$ cat src/rtl/hex_msg_scheduler.sv
// hex_msg_scheduler: shares the eight-digit seven-segment display between
// two transient message sources (req/grant, round-robin, fixed hold time)
// and a live background message.
// Optional feature macro: HEX_BLINK_EN (blink held message while shown).
module hex_msg_scheduler #(
    parameter int HOLD_CYCLES = 50_000_000,
    parameter int BLINK_HALF  = 12_500_000
) (
    input  logic        clk,
    input  logic        rst,
    input  logic [1:0]  req_i,
    input  logic [39:0] msg0_i,
    input  logic [39:0] msg1_i,
    input  logic [39:0] bg_msg_i,
    output logic [1:0]  gnt_o,
    output logic [1:0]  done_o,
    output logic        busy_o,
    output logic [6:0]  HEX0_o,
    output logic [6:0]  HEX1_o,
    output logic [6:0]  HEX2_o,
    output logic [6:0]  HEX3_o,
    output logic [6:0]  HEX4_o,
    output logic [6:0]  HEX5_o,
    output logic [6:0]  HEX6_o,
    output logic [6:0]  HEX7_o
);

    localparam int CW = $clog2(HOLD_CYCLES);
    localparam logic [CW-1:0] LAST = CW'(HOLD_CYCLES - 1);

    // Reject nonsensical parameterisations at elaboration time.
    if (HOLD_CYCLES < 2 || BLINK_HALF < 1) begin : g_param_check
        $error("hex_msg_scheduler: HOLD_CYCLES must be >= 2 and BLINK_HALF >= 1");
    end

    typedef enum logic [1:0] {IDLE, GRANT, SHOW, GAP} state_t;

    state_t          state, state_nx;
    logic            ptr;        // last-served source; also the current winner once granted
    logic            win;        // arbitration result for the request pattern seen in IDLE
    logic [CW-1:0]   cnt;
    logic [39:0]     hold_msg;
    logic [39:0]     frame_msg;
    logic [7:0][6:0] hex;
    logic [7:0][6:0] bg_seg;
    logic [7:0][6:0] show_seg;
    logic            dark_now;   // frame being loaded for SHOW is blanked

    function automatic logic [6:0] glyph(input logic [4:0] code);
        case (code)
            5'd0:    glyph = 7'b1000000;
            5'd1:    glyph = 7'b1111001;
            5'd2:    glyph = 7'b0100100;
            5'd3:    glyph = 7'b0110000;
            5'd4:    glyph = 7'b0011001;
            5'd5:    glyph = 7'b0010010;
            5'd6:    glyph = 7'b0000010;
            5'd7:    glyph = 7'b1011000;
            5'd8:    glyph = 7'b0000000;
            5'd9:    glyph = 7'b0010000;
            5'd10:   glyph = 7'b0001000;
            5'd11:   glyph = 7'b0000011;
            5'd12:   glyph = 7'b1000110;
            5'd13:   glyph = 7'b0100001;
            5'd14:   glyph = 7'b0000110;
            5'd15:   glyph = 7'b0001110;
            5'd17:   glyph = 7'b0001100;
            5'd18:   glyph = 7'b1000001;
            5'd19:   glyph = 7'b0111111;
            default: glyph = 7'b1111111;
        endcase
    endfunction

    // Round-robin pick: a lone requester wins, on contention the source not last served.
    always_comb begin
        win = ~ptr;
        case (req_i)
            2'b01:   win = 1'b0;
            2'b10:   win = 1'b1;
            default: win = ~ptr;
        endcase
    end

    // Next-state logic plus Moore grant/done decode.
    always_comb begin
        state_nx = state;
        gnt_o    = 2'b00;
        done_o   = 2'b00;
        case (state)
            IDLE:  if (|req_i) state_nx = GRANT;
            GRANT: begin
                gnt_o    = ptr ? 2'b10 : 2'b01;
                state_nx = req_i[ptr] ? SHOW : GAP;
            end
            SHOW: begin
                gnt_o = ptr ? 2'b10 : 2'b01;
                // Normal end takes precedence over a withdrawal in the same cycle.
                if (cnt == LAST) begin
                    done_o   = ptr ? 2'b10 : 2'b01;
                    state_nx = GAP;
                end else if (!req_i[ptr]) begin
                    state_nx = GAP;
                end
            end
            GAP:     state_nx = IDLE;
            default: state_nx = IDLE;
        endcase
    end

    // State, pointer, hold counter and message latch.
    always_ff @(posedge clk) begin
        if (rst) begin
            state    <= IDLE;
            ptr      <= 1'b1;
            cnt      <= '0;
            hold_msg <= '0;
            busy_o   <= 1'b0;
        end else begin
            state  <= state_nx;
            busy_o <= (state_nx != IDLE);
            if (state == IDLE && state_nx == GRANT) ptr <= win;
            if (state == GRANT) begin
                hold_msg <= ptr ? msg1_i : msg0_i;
                cnt      <= '0;
            end else if (state == SHOW) begin
                cnt <= cnt + CW'(1);
            end
        end
    end

    // The first SHOW frame is loaded while the hold register is still being latched.
    always_comb frame_msg = (state == GRANT) ? (ptr ? msg1_i : msg0_i) : hold_msg;

    // Decode the background and the held/granted message, digit by digit.
    always_comb begin
        bg_seg   = '1;
        show_seg = '1;
        for (int d = 0; d < 8; d++) begin
            bg_seg[d]   = glyph(bg_msg_i[d*5 +: 5]);
            show_seg[d] = dark_now ? 7'b1111111 : glyph(frame_msg[d*5 +: 5]);
        end
    end

`ifdef HEX_BLINK_EN
    localparam int BW = $clog2(BLINK_HALF + 1);
    localparam logic [BW-1:0] BH_C = BW'(BLINK_HALF);

    logic [BW-1:0] blk_cnt;    // SHOW frames already emitted in the current phase
    logic          blk_dark;   // phase of the most recently loaded SHOW frame

    // Entry into SHOW always starts visible; phase flips after BLINK_HALF frames.
    always_comb dark_now = (state == GRANT) ? 1'b0 : ((blk_cnt == BH_C) ? ~blk_dark : blk_dark);

    // Blink phase tracking, cleared on every grant.
    always_ff @(posedge clk) begin
        if (rst) begin
            blk_cnt  <= '0;
            blk_dark <= 1'b0;
        end else if (state_nx == SHOW) begin
            blk_dark <= dark_now;
            blk_cnt  <= (state == GRANT || blk_cnt == BH_C) ? BW'(1) : blk_cnt + BW'(1);
        end else if (state == GRANT) begin
            blk_cnt  <= '0;
            blk_dark <= 1'b0;
        end
    end
`else
    assign dark_now = 1'b0;
`endif

    // Display register: live background in IDLE/GRANT, held frame in SHOW, frozen in GAP.
    always_ff @(posedge clk) begin
        if (rst) begin
            hex <= '1;
        end else begin
            case (state_nx)
                IDLE, GRANT: hex <= bg_seg;
                SHOW:        hex <= show_seg;
                default:     hex <= hex;
            endcase
        end
    end

    assign HEX0_o = hex[0];
    assign HEX1_o = hex[1];
    assign HEX2_o = hex[2];
    assign HEX3_o = hex[3];
    assign HEX4_o = hex[4];
    assign HEX5_o = hex[5];
    assign HEX6_o = hex[6];
    assign HEX7_o = hex[7];

endmodule

$ cat config.mk
export PLATFORM = sky130hd
export DESIGN_NAME = hex_msg_scheduler
export DESIGN_NICKNAME = d
export VERILOG_FILES = /design/src/rtl/hex_msg_scheduler.sv
export SDC_FILE = /design/constraint.sdc
export NUM_CORES = 1
export LEC_CHECK = 0
export CORE_MARGIN = 1
export CORE_UTILIZATION = 50
export CTS_BUF_LIST = sky130_fd_sc_hd__clkbuf_8
export CTS_CLUSTER_DIAMETER = 150
export DETAILED_ROUTE_END_ITERATION = 10
export PLACE_DENSITY = 0.79
export SETUP_SLACK_MARGIN = 0.05
export SYNTH_ARGS = -nofsm -noshare
export SYNTH_HDL_FRONTEND = slang
export SYNTH_SLANG_ARGS = --single-unit
export TNS_END_PERCENT = 20
$ cat constraint.sdc
create_clock -name clk -period 2.9 [get_ports clk]
set_input_delay 0.725 -clock clk [delete_from_list [all_inputs] [get_ports clk]]
set_output_delay 0.725 -clock clk [all_outputs]
set_load 0.1 [all_outputs]
# Word-level counts from Yosys, hierarchy flattened

Memory sizes are Yosys's and may differ from the RTL's.
Cells that the tools add are included.

Bits of input ports: 124
Flip-flop bits (word level): 126
Output and inout bits: 61
Word-level logic and storage cells: 64
Memories: 16
Memory bits (read-only): 3,584

Add/subtract/negate cells: 1
Reductions and logical operators: 9
Magnitude comparators: 1
Bitwise gates (word level): 1
Mux-type cells: 15
Equal/unequal tests: 8

Memory list:

| name             | depth | bits a word | rd ports | clocked after memory_dff | wr ports | RTL line | text |
|---|---|---|---|---|---|---|---|
| (no name shown)  | 32    | 7           | 1        | 0                        | 0        | 50       | `case (code)` |
| (no name shown)  | 32    | 7           | 1        | 0                        | 0        | 50       |  |
| (no name shown)  | 32    | 7           | 1        | 0                        | 0        | 50       |  |
| (no name shown)  | 32    | 7           | 1        | 0                        | 0        | 50       |  |
| (no name shown)  | 32    | 7           | 1        | 0                        | 0        | 50       |  |
| (no name shown)  | 32    | 7           | 1        | 0                        | 0        | 50       |  |
| 10 more memories | --    | --          | --       | --                       | --       | --       |  |

Operator list:

| kind                                                                          | number |
|---|---|
| 56-bit case mux with 2 select lines                                           | 1 |
| 40-bit two-way mux                                                            | 2 |
| 26-bit by 1-bit adder with 26-bit output (second input constant)              | 1 |
| 26-bit == test (second input constant)                                        | 1 |
| 2-bit two-way mux                                                             | 7 |
| 2-bit == test (second input constant)                                         | 4 |
| 2-bit case mux with 4 select lines                                            | 1 |
| 2-bit OR reduction                                                            | 4 |
| 2-bit by 1-bit == test with 1-bit output (second input constant)              | 3 |
| 2-bit zero test                                                               | 2 |
| 2-bit nonzero test                                                            | 2 |
| 1-bit two-way mux                                                             | 3 |
| 1-bit by 2-bit less-than comparator with 1-bit output (second input constant) | 1 |
| 1-bit case mux with 2 select lines                                            | 1 |
| 1-bit logical AND                                                             | 1 |
| 1-bit inverter                                                                | 1 |

# Logic depth before layout (Yosys ltp)

Depth in word-level cells: 8
Mapped depth: 13
Gate-level depth less buffers: 10

# Worst setup path before layout

No wires, ideal clock.

Path type: reg-to-output
Start: reg state[0]
End: out done_o[0]
Buffers on the path: 1
Arrival: 3.092 ns
Required time: 2.175 ns
Cell stages (with the launch flop): 7
Setup slack: -0.917 ns
Path through: dfxtp_1 > inv_1 > ha_1 > and4_1 > buf_4 > nand3b_4 > nor3_1

Cells in the longest elaborated chain, start to end: 2

RTL lines:

| element                  | RTL line | text |
|---|---|---|
| start: declaration       | 38       | `state_t state, state_nx;` |
| start signal: assignment | 119      | `state <= state_nx;` |
| 2-bit == test            | 89       | `case (state)` |
| 2-bit two-way mux        | 89       |  |
| end: declaration         | 16       | `output logic [1:0] done_o,` |

Every way passes these cells.

# Worst setup path after layout

Start: reg state[0]
End: out done_o[1]

The elaborated chain is that of the path after synthesis.

==> summary.md <==
| Metric | Value |
|---|---|
| GRT Overall Usage | `27.6%` |
| Hold WS | `482 ps` |
| Dpl ws | `11.9 ps` |
| Endpoint, Worst Hold | `HEX6_o[0]` |
| Setup Skew | `10.8 ps` |
| Minimum clock period | `2760 ps` |
| Yosys cell types | `73` |
| Synth Instances | `1347` |
| Hold-critical path depth | `2` |
| Die X | `147 um` |
| Peak VDD IR | `0.000687 V` |
| Nets | `1751` |
| Worst r2r dst | `HEX6_o[3]` |
| GR Overflow Total | `0` |
| Post-synthesis register bit count | `~130` |
| Worst Slack Setup Final | `135 ps` |
| Async S/R FF share, synth | `0%` |
| CTS tree | `built` |
| Post-Syn Area | `10500 um2` |
| Initial antenna violation count | `0` |
| Worst Path Required | `2170 ps` |
| Fraction of layout cells with a size suffix above 1 | `13.8%` |
| Routed WL | `30.4 mm` |
| Critical path's slowest cell | `dfxtp_1` |
| Commonest non-fill, non-tap cells in the layout | `nor2_1, buf_4, dfxtp_1` |
| Syn_area_per_cell | `about 8 um2` |
| Syn Nets | `1566` |
| Worst slew margin | `a little under a fifth` |
| Core Util, Final | `~64%` |
| Port Buffers | `184` |
| Top post-synthesis cells by area | `dfxtp_1, ha_1, mux2i_1` |
| Initial Util | `51.4%` |
| CTS max path bufs | `2` |
| MaxCap Viol Count | `0` |
| Ys flop type | `dfxtp_1` |
| Area Growth Syn to Fin | `25.3%` |
| First-pass GRT wire length | `roughly 49 mm` |
| Flop-to-flop setup slack | `210 ps` |
| CP cell instances | `inv_2 -> ha_4 -> and4_4 -> nand3b_4 -> nor3_4 -> buf_12` |
| P_leak | `~5.6 nW` |
| RSZ-0062 raised after global routing | `no` |
| Startpoint Class | `register` |
| Vias in the first global route | `9964` |
| Drt pass-1 iters | `7` |
| Hold Crit Class | `reg -> reg` |
| Clock sinks | `126` |
| Beginning of the worst hold path | `HEX6_o[0]` |
| DRC violations left | `0` |
| Antenna Nets Post-Route | `0` |
| Final hold violations | `0` |
| Crit path capture type | `output pin` |
| Diodes inserted | `0` |
| Die H | `147 um` |
| R2R Path Start | `state[0]` |
| Via/cell ratio | `6.04` |
| Row cnt | `52` |
| Crit path arrival time | `between 2000 and 2500 ps` |
| Status | `finished clean` |
| Final worst-path cycle share | `95.3%` |
| I/O Pins | `185` |
| Clock Root Buffer | `clkbuf_8` |
| Post-synth EDFFs | `0` |
| Ys Warns | `0` |
| Average routed wire per standard cell | `16.7 um` |
| Htree depth | `4` |
| Seq/Total Area, Yosys | `24.1%` |
| Final setup fails | `0` |
| CP max stage delay | `approximately 380 ps` |
| Register clock-pin slew on the reported worst setup and hold paths | `70 ps` |
| Iteration-0 DRC Markers | `~570` |
| PnR Total Power | `between 15 and 20 mW` |
| R2R cell count | `9` |
| Fin. max-slew vios | `0` |
| WS Path Type | `reg -> out` |
| Commonest non-fill, non-tap cell in the layout | `nor2_1` |
| Core Box Area | `20400 um2` |
| Hold bufs inserted after CTS | `0` |
| GPL Wtd Cong | `0.997` |
| Largest net degree at the start of global routing | `56` |
| CTS buffer count | `17` |
| Critical Path Fanout Max | `6` |
| Area fraction of the dominant cell type after synthesis | `24.1%` |
| Hpwl dp | `approximately 22 mm` |
| Cell Pwr Density | `1310 nW/um2` |
| Worst Max-Slew Pin Slew | `around 1200 ps` |
| Worst skew pair latency | `~460 ps` |
| Yosys top cell by area | `dfxtp_1` |
| Vias | `10956` |
| Max Fclk | `362 MHz` |
| Total die area | `about 22000 um2` |
cells in the mapped netlist, drive strengths merged (12+ instances only):
cell,count
nor3,35
a21oi,116
mux2,13
a211oi,14
mux2i,70
nand2,93
o211ai,12
a221oi,44
nor2,175
buf,38
clkbuf,53
nand3,37
o221ai,16
ha,95
a31oi,28
o21ai,98
xor2,14
a21o,33
o22ai,13
inv,62
nand4,17
dfxtp,126
xnor2,15
metrics by stage:
stage,cell area (um2),setup TNS [ps],cells
final,13100,0,1814
after global routing,13100,0,1814
after CTS,13100,-1.16,1812
after detailed placement,12700,0,1781
after global placement,12700,0,1781
after floorplan,10500,-486,1347
what timing repair did:
action | 4_1_cts | 5_1_grt
pin swaps | 0 | 2
resized for setup | 2 | 5
setup buffers | 0 | 2
setup endpoints to repair | 2 | 2
how the worst max path moves through the flow:
stage / cells past startpoint / endpoint / start / slack [ps]
2_1_floorplan: 5 / gnt_o[0] / state[0] / -180
3_3_place_gp: 9 / HEX6_o[3] / msg1_i[30] / 30
3_5_place_dp: 9 / HEX7_o[0] / msg1_i[35] / 10
4_1_cts: 6 / done_o[0] / state[0] / -1
5_1_grt: 7 / HEX1_o[2] / state[0] / 50
6_report: 6 / done_o[1] / state[0] / 140
critical path, delay by kind of cell, from the launching register on:
| kind | cells | cell delay [ps] |
|---|---|---|
| buffers and inverters | 2 | 320 |
| adders and majority gates | 1 | 180 |
| DFF | 1 | 380 |
| and+or+nand+nor | 3 | 710 |
power by group:
part | internal (mW) | switching [mW] | leakage [nW]
registers | 2.31 | 0.297 | 1.04
clock network | 0.833 | 0.699 | 0.215
logic | 4.40 | 8.63 | 4.36
total | 7.54 | 9.63 | 5.61
state kept, by name, summed over array words and instances, names as in the netlist:
| signal | flops |
|---|---|
| ptr | 1 |
| HEX3_o | 7 |
| HEX2_o | 7 |
| cnt | 26 |
| state | 2 |
| HEX6_o | 7 |
| HEX0_o | 7 |
| HEX7_o | 7 |
| HEX5_o | 7 |
| busy_o | 1 |
| hold_msg | 40 |
| HEX4_o | 7 |
| HEX1_o | 7 |
layout make-up:
class                           count  area [um2]
Clock buffer                       21         289
Clock inverter                     10        96.3
Fill cell                        1746        7240
Inverter                           62         233
Multi-Input combinational cell   1068        7320
Sequential cell                   126        2520
Tap cell                          270         338
Timing Repair Buffer              257        2320
per-layer routing:
layer	part of all wire, %	vias up	GRT usage, %
li1	-	5340	-
met4	2.1	0	9.69
met1	44	5101	36.1
met2	47	465	46.0
met5	0	-	0
met3	7.2	50	4.04
cells by family (layout without fill, tap and decap cells):
family          Yosys count  in the layout  share of synthesized area (%)
buf+inv                 153            350                           6.50
flops                   126            126                           24.1
simple gates            414            414                           18.1
mux                      87             87                           8.98
compound gates          443            443                           28.6
fa+ha+maj                95             95                           11.3
xor+xnor                 29             29                           2.42
No activity file was read; power rests on OpenSTA's default activity.
